--- src/rtl/frame_arb_pkg.sv ---
// frame_arb_pkg: shared FSM state type and arbitration mode constants
package frame_arb_pkg;
   typedef enum logic [1:0] {IDLE, GRANT, BUSY, TURN} state_t;
   localparam int RR = 1;
   localparam int FIXED = 0;
endpackage

--- src/rtl/frame_arbiter_rr_picker.sv ---
// rr_picker: first set request at or above pointer, wrapping to 0
module rr_picker #(
   parameter int N_CH = 4,
   parameter int PW = $clog2(N_CH)
) (
   input  logic [N_CH-1:0] req,
   input  logic [PW-1:0]   pointer,
   output logic            valid,
   output logic [PW-1:0]   winner
);
   always_comb begin
      valid = |req;
      winner = '0;
      for (int i = N_CH - 1; i >= 0; i--)
         if (req[(int'(pointer) + i) % N_CH]) winner = PW'((int'(pointer) + i) % N_CH);
   end
endmodule

--- src/rtl/frame_arbiter.sv ---
// frame_arbiter: N-channel bus arbiter with grant timeout, frame length limit and protocol checks
module frame_arbiter
   import frame_arb_pkg::*;
#(
   parameter int N_CH = 4,
   parameter int GNT_TIMEOUT = 8,
   parameter int MAX_FRAME = 16,
   parameter int RR_MODE = 1
) (
   input  logic                    clk,
   input  logic                    rst_n,
   input  logic [N_CH-1:0]         req,
   input  logic [N_CH-1:0]         frame,
   output logic [N_CH-1:0]         grant,
   output logic [N_CH-1:0]         aquired,
   output logic [$clog2(N_CH)-1:0] owner,
   output logic                    busy,
   output logic                    err_timeout,
   output logic                    err_len,
   output logic                    err_proto
);
   localparam int PW = $clog2(N_CH);
   localparam int TW = $clog2(GNT_TIMEOUT + 1);
   localparam int FW = MAX_FRAME > 0 ? $clog2(MAX_FRAME + 1) : 1;
   state_t state, state_n;
   logic [PW-1:0] ptr, ptr_n, owner_n, win;
   logic [TW-1:0] tcnt, tcnt_n;
   logic [FW-1:0] fcnt, fcnt_n;
   logic [N_CH-1:0] own_oh, nxt_oh, grant_n, aquired_n;
   logic vld, et_n, el_n, ep_n;
   rr_picker #(.N_CH(N_CH)) u_pick (
      .req(req),
      .pointer(RR_MODE == RR ? ptr : '0),
      .valid(vld),
      .winner(win)
   );
   assign own_oh = N_CH'(1) << owner;
   assign nxt_oh = N_CH'(1) << owner_n;
   always_comb begin
      state_n = state;
      ptr_n = ptr;
      owner_n = owner;
      tcnt_n = tcnt;
      fcnt_n = fcnt;
      et_n = 1'b0;
      el_n = 1'b0;
      ep_n = |(frame & (state == IDLE ? '1 : ~own_oh));
      case (state)
         IDLE: if (vld) begin
            state_n = GRANT;
            owner_n = win;
            tcnt_n = '0;
         end
         GRANT: if (frame[owner]) begin
            state_n = BUSY;
            fcnt_n = '0;
         end else if (!req[owner]) state_n = TURN;
         else if (tcnt == TW'(GNT_TIMEOUT - 1)) begin
            state_n = TURN;
            et_n = 1'b1;
         end else tcnt_n = tcnt + TW'(1);
         BUSY: if (!frame[owner]) state_n = TURN;
         else if (MAX_FRAME != 0 && fcnt == FW'(MAX_FRAME - 1)) begin
            state_n = TURN;
            el_n = 1'b1;
         end else if (fcnt != '1) fcnt_n = fcnt + FW'(1);
         TURN: begin
            state_n = IDLE;
            ptr_n = owner == PW'(N_CH - 1) ? '0 : owner + PW'(1);
            owner_n = '0;
         end
         default: state_n = IDLE;
      endcase
      grant_n = (state_n == GRANT || state_n == BUSY) ? nxt_oh : '0;
      aquired_n = state_n == BUSY ? nxt_oh : '0;
   end
   always_ff @(posedge clk) begin
      if (!rst_n) begin
         state <= IDLE;
         ptr <= '0;
         owner <= '0;
         tcnt <= '0;
         fcnt <= '0;
         grant <= '0;
         aquired <= '0;
         busy <= 1'b0;
         err_timeout <= 1'b0;
         err_len <= 1'b0;
         err_proto <= 1'b0;
      end else begin
         state <= state_n;
         ptr <= ptr_n;
         owner <= owner_n;
         tcnt <= tcnt_n;
         fcnt <= fcnt_n;
         grant <= grant_n;
         aquired <= aquired_n;
         busy <= state_n != IDLE;
         err_timeout <= et_n;
         err_len <= el_n;
         err_proto <= ep_n;
      end
   end
endmodule

--- config.mk ---
export PLATFORM = sky130hd
export DESIGN_NAME = frame_arbiter
export DESIGN_NICKNAME = d
export VERILOG_FILES = /design/src/rtl/frame_arb_pkg.sv /design/src/rtl/frame_arbiter_rr_picker.sv /design/src/rtl/frame_arbiter.sv
export SDC_FILE = /design/constraint.sdc
export NUM_CORES = 1
export LEC_CHECK = 0
export BUFFER_PORTS_ARGS = -buffer_cell sky130_fd_sc_hd__buf_2
export CORE_MARGIN = 8
export CORE_UTILIZATION = 56
export DETAILED_ROUTE_END_ITERATION = 7
export PLACE_DENSITY_LB_ADDON = 0.2
export SETUP_SLACK_MARGIN = 0.5
export SYNTH_ARGS = -nofsm -noshare
export SYNTH_HDL_FRONTEND = slang
export SYNTH_SLANG_ARGS = --single-unit
--- constraint.sdc ---
create_clock -name clk -period 3.1 [get_ports clk]
set_input_delay 0.31 -clock clk [delete_from_list [all_inputs] [get_ports clk]]
set_output_delay 0.31 -clock clk [all_outputs]
set_load 0.1 [all_outputs]
==> metrics.txt <==
# TYPE chip_impl_metric gauge
chip_impl_info{name="run_status",value="finished clean"} 1
chip_impl_metric{name="async_flop_share",unit=""} 0
chip_impl_metric{name="fin_setup_tns",unit="ps"} 0
chip_impl_metric{name="multi_input_area",unit="mm²"} 0.00101
chip_impl_metric{name="seqPwrFrac",unit=""} 0.420
chip_impl_metric{name="synthSimpleGateAreaFrac",unit=""} 0.225
chip_impl_metric{name="globalRouteTotalUtil",unit=""} 0.149
chip_impl_info{name="rsz_0062_raised_after_global_routing",value="yes"} 1
chip_impl_info{name="critPathCaptureType",value="flop"} 1
chip_impl_metric{name="power.share.clock",unit=""} 0.171
chip_impl_metric{name="edff_count_synth",unit=""} 0
chip_impl_metric{name="detail-route-antenna-nets",unit=""} 0
chip_impl_metric{name="finalHoldViolations",unit=""} 0
chip_impl_info{name="min-delay-path-class",value="in2reg"} 1
chip_impl_metric{name="timing.final.setup_violations",unit=""} 0
chip_impl_metric{name="pin_count_of_the_biggest_net_entering_global_routing",unit=""} 17
chip_impl_metric{name="area.sequential",unit="µm²"} 546
chip_impl_info{name="kind_of_critical_path",value="reg2reg"} 1
chip_impl_metric{name="synth_mux_area_frac",unit=""} 0.0823
chip_impl_metric{name="switching_share",unit=""} 0.434
chip_impl_metric{name="slew_headroom",unit=""} 0.460
chip_impl_metric{name="p_leak",unit="nW"} 0.784
chip_impl_metric{name="number_of_buffers_added_by_the_clock_tree_synthesis_step",unit=""} 3
chip_impl_metric{name="final.setup_skew",unit="ps"} 10.2
chip_impl_metric{name="intPower",unit="W"} 0.000544
chip_impl_metric{name="worst_skew_pair.late_latency",unit="ps"} 340
chip_impl_metric{name="worst-r2r-cell-count",unit=""} 9
chip_impl_metric{name="die_w",unit="µm"} 69.1
chip_impl_info{name="synth_top_flop_cell",value="dfxtp_1"} 1
chip_impl_metric{name="ctsHtreeMaxLevel",unit=""} 1
chip_impl_metric{name="actual_transition_at_the_worst_max_transition_pin",unit="ps"} 807
chip_impl_metric{name="worst_ep_required_time",unit="ps"} 3380
chip_impl_metric{name="synth_seq_area_share",unit=""} 0.342
chip_impl_metric{name="dp_hpwl",unit="mm"} 2.63
chip_impl_metric{name="num_antenna_cells",unit=""} 0
chip_impl_metric{name="switchingPower",unit="W"} 0.000417
chip_impl_metric{name="worst-path-max-fanout",unit=""} 4
chip_impl_metric{name="fillCellCount",unit=""} 226
chip_impl_metric{name="post-route-drc-count",unit=""} 0
chip_impl_metric{name="synth.avg_cell_area",unit="µm²"} 9.36
chip_impl_info{name="clock_tree_from_tritoncts",value="built"} 1
chip_impl_metric{name="ys.warnings.count",unit=""} 0
chip_impl_metric{name="globalplace.congestion",unit=""} 0.808
chip_impl_metric{name="fmax",unit="GHz"} 0.395
chip_impl_metric{name="maximum_vdd_drop",unit="µV"} 528
chip_impl_metric{name="floorplan.core_area",unit="mm²"} 0.00271
chip_impl_metric{name="drv.max_cap_violation_count",unit=""} 0
chip_impl_metric{name="netlist_area",unit="mm²"} 0.00158
chip_impl_metric{name="std_cell_rows",unit=""} 19
chip_impl_metric{name="clk_path_buf_depth",unit=""} 2
chip_impl_metric{name="io_pins",unit=""} 24
chip_impl_metric{name="routed_via_density",unit=""} 5.93
chip_impl_metric{name="r2r_slack",unit="ps"} 570
chip_impl_metric{name="power.combinational.fraction",unit=""} 0.409
chip_impl_metric{name="netlist_instances",unit=""} 169
chip_impl_metric{name="detail_route.first_pass.iterations",unit=""} 4
chip_impl_info{name="reg2reg_to",value="grant[0]"} 1
chip_impl_metric{name="antenna_found_initial",unit=""} 0
chip_impl_metric{name="grt_pass1_vias",unit=""} 1284
chip_impl_metric{name="worst_ep_arrival_time",unit="ps"} 2810
chip_impl_metric{name="die_area",unit="mm²"} 0.00478
chip_impl_metric{name="routed_wl",unit="mm"} 3.55
chip_impl_metric{name="global_route_wire_length_before_repair",unit="mm"} 6.20
chip_impl_info{name="min-delay-start",value="frame[3]"} 1
chip_impl_metric{name="power",unit="W"} 0.000962
chip_impl_info{name="timing.rr.start",value="fcnt[0]"} 1
chip_impl_metric{name="synthesis.nets",unit=""} 192
chip_impl_metric{name="arithmetic_cell_share_of_the_synthesized_area_counting_full_adders_half_adders_and_majority_gates",unit=""} 0.103
chip_impl_info{name="critical_path.startpoint_type",value="flop"} 1
chip_impl_info{name="clock_tree.root_cell",value="clkbuf_4"} 1
chip_impl_metric{name="crit_path_time_final",unit="ps"} 2530
chip_impl_metric{name="report.final.slew_viol_count",unit=""} 0
chip_impl_metric{name="numPortBuffers",unit=""} 23
chip_impl_metric{name="share_of_final_layout_standard_cells_stronger_than_drive_strength_1",unit=""} 0.277
chip_impl_metric{name="final.period_utilization",unit=""} 0.816
chip_impl_metric{name="die_height",unit="µm"} 69.1
chip_impl_metric{name="overflow_left_after_global_routing",unit=""} 0
chip_impl_metric{name="initial_core_util",unit=""} 0.584
chip_impl_metric{name="drt_first_iter_violations",unit=""} 89
chip_impl_metric{name="yosys_register_bits",unit=""} 27
chip_impl_metric{name="final_net_count",unit=""} 219
chip_impl_metric{name="final_util",unit=""} 0.677
chip_impl_metric{name="power_per_cell_area",unit="mW/mm²"} 524
chip_impl_metric{name="clkTransAtPathRegs",unit="ps"} 160
chip_impl_metric{name="wl_per_cell",unit="µm"} 15.7
chip_impl_metric{name="share_of_the_synthesized_area_in_compound_gates_ao_oa_aoi_oai",unit=""} 0.172
chip_impl_info{name="cp-startpoint",value="fcnt[0]"} 1
chip_impl_metric{name="routed-via-count",unit=""} 1341
chip_impl_info{name="synth_top_family_by_area",value="simple AND/OR/NAND/NOR gates"} 1
chip_impl_metric{name="cts_num_sinks",unit=""} 27
chip_impl_info{name="critical_path_capture_point",value="grant[0]"} 1
chip_impl_metric{name="areaGrowthSynthToFinish",unit="%"} 16.1
chip_impl_metric{name="synth.distinct_cells",unit=""} 48
chip_impl_metric{name="synth_xor_xnor_area_share",unit=""} 0.0166
chip_impl_metric{name="number_of_buffers_added_to_fix_hold_violations_after_cts",unit=""} 0
[cells by family (layout without fill, tap and decap cells)]
group,count (synthesis),in the layout
xor gates and xnor gates,3,3
buffers and inverters,22,48
AOI/OAI and AO/OA,33,33
DFF,27,27
and+or+nand+nor,61,61
muxes,10,10
adders and majority gates,13,13
[how the worst min path moves through the flow]
stage / end / slack (ps) / cells after the start
2_1_floorplan: tcnt[1] / 450 / 2
3_3_place_gp: tcnt[1] / 460 / 2
3_5_place_dp: tcnt[1] / 470 / 2
4_1_cts: err_proto / 310 / 3
5_1_grt: err_proto / 310 / 3
6_report: err_proto / 300 / 3
[critical path, stage by stage (launching register included)]
cell and delay, ps:
dfxtp_2 370, ha_4 160, and3_4 190, ha_4 160, or3b_1 370, o221a_1 300, o32ai_2 310, ha_1 290
nand2b_4 170, nor3_2 150
[cells in the final DEF (no fill, tap or decap), types with 2 or more instances in the layout]
cell | Yosys | layout
dfxtp_1 | 27 | 23
buf_2 | 0 | 23
inv_1 | 17 | 17
nor2_1 | 13 | 13
ha_1 | 13 | 11
nand2_1 | 9 | 9
mux2i_1 | 7 | 7
o21ai_0 | 6 | 6
nor3_1 | 9 | 5
nand2b_1 | 5 | 4
o211ai_1 | 4 | 4
nor3_2 | 0 | 4
nand3_1 | 4 | 4
dfxtp_2 | 0 | 4
buf_4 | 1 | 4
nand3b_1 | 3 | 3
nor2b_1 | 3 | 3
xor2_1 | 3 | 3
a31oi_1 | 3 | 3
clkbuf_4 | 0 | 3
and4bb_2 | 2 | 2
or4_1 | 2 | 2
o22ai_1 | 2 | 2
a311oi_1 | 2 | 2
nor4_1 | 2 | 2
o221a_2 | 2 | 2
ha_4 | 0 | 2
[what timing repair did]
item                                   4_1_cts  5_1_grt
gates resized for setup                      1       13
pin swaps                                    1        4
endpoints found under the hold margin        0        0
setup endpoints to repair                    7        8
buffers inserted                             1        2
[synth_stat cells (all sizes together) (2+ instances only)]
master | n | area [µm²]
a311oi | 2 | 17.5
a31oi | 3 | 18.8
and3 | 2 | 12.5
and4bb | 2 | 25.0
buf | 2 | 18.8
clkbuf | 3 | 11.3
dfxtp | 27 | 541
ha | 13 | 163
inv | 17 | 63.8
mux2i | 7 | 70.1
mux4 | 2 | 48.8
nand2 | 9 | 33.8
nand2b | 5 | 31.3
nand3 | 4 | 20.0
nand3b | 3 | 22.5
nor2 | 13 | 48.8
nor2b | 3 | 18.8
nor3 | 9 | 45.0
nor4 | 2 | 12.5
o211ai | 4 | 30.0
o21ai | 7 | 38.8
o221a | 3 | 33.8
o22ai | 2 | 12.5
o32ai | 2 | 17.5
or4 | 2 | 15.0
xor2 | 3 | 26.3
[through the flow]
step	cell area (µm²)	hold WS, ps	instances	setup slack [ps]
after detailed placement	1720	465	219	397
final	1840	299	226	571
after CTS	1760	306	224	504
after floorplan	1580	446	169	591
after global placement	1720	460	219	556
after global routing	1840	308	226	449
[routing by layer]
layer | global-route usage | up-vias | share of wire
met5 | 0 | - | 0
met4 | 0.0433 | 0 | 0.010
met3 | 0.0358 | 4 | 0.042
met2 | 0.252 | 22 | 0.51
met1 | 0.180 | 643 | 0.44
li1 | - | 672 | -
[power by group through the flow]
| stage | Sequential [W] | Clock, W | Combinational (W) |
|---|---|---|---|
| after floorplan | 0.000516 | 0 | 0.000190 |
| after global placement | 0.000408 | 0 | 0.000353 |
| after detailed placement | 0.000410 | 0 | 0.000362 |
| after CTS | 0.000403 | 0.000163 | 0.000372 |
| after global routing | 0.000409 | 0.000178 | 0.000424 |
| final | 0.000404 | 0.000164 | 0.000393 |
[flip-flops by register name (all words and copies together), names as in the netlist]
| register | count |
|---|---|
| aquired | 4 |
| err_timeout | 1 |
| fcnt | 5 |
| busy | 1 |
| grant | 4 |
| owner | 2 |
| tcnt | 4 |
| ptr | 2 |
| state | 2 |
| err_proto | 1 |
| err_len | 1 |
[cell type report]
class | count | share of cell area
multi-input combinational | 120 | 0.551
sequential | 27 | 0.297
timing repair buffer | 27 | 0.0791
inverter | 17 | 0.0348
tap | 31 | 0.0211
clock buffer | 3 | 0.0123
clock inverter | 1 | 0.00409
Power figures use the tool's default switching activity.
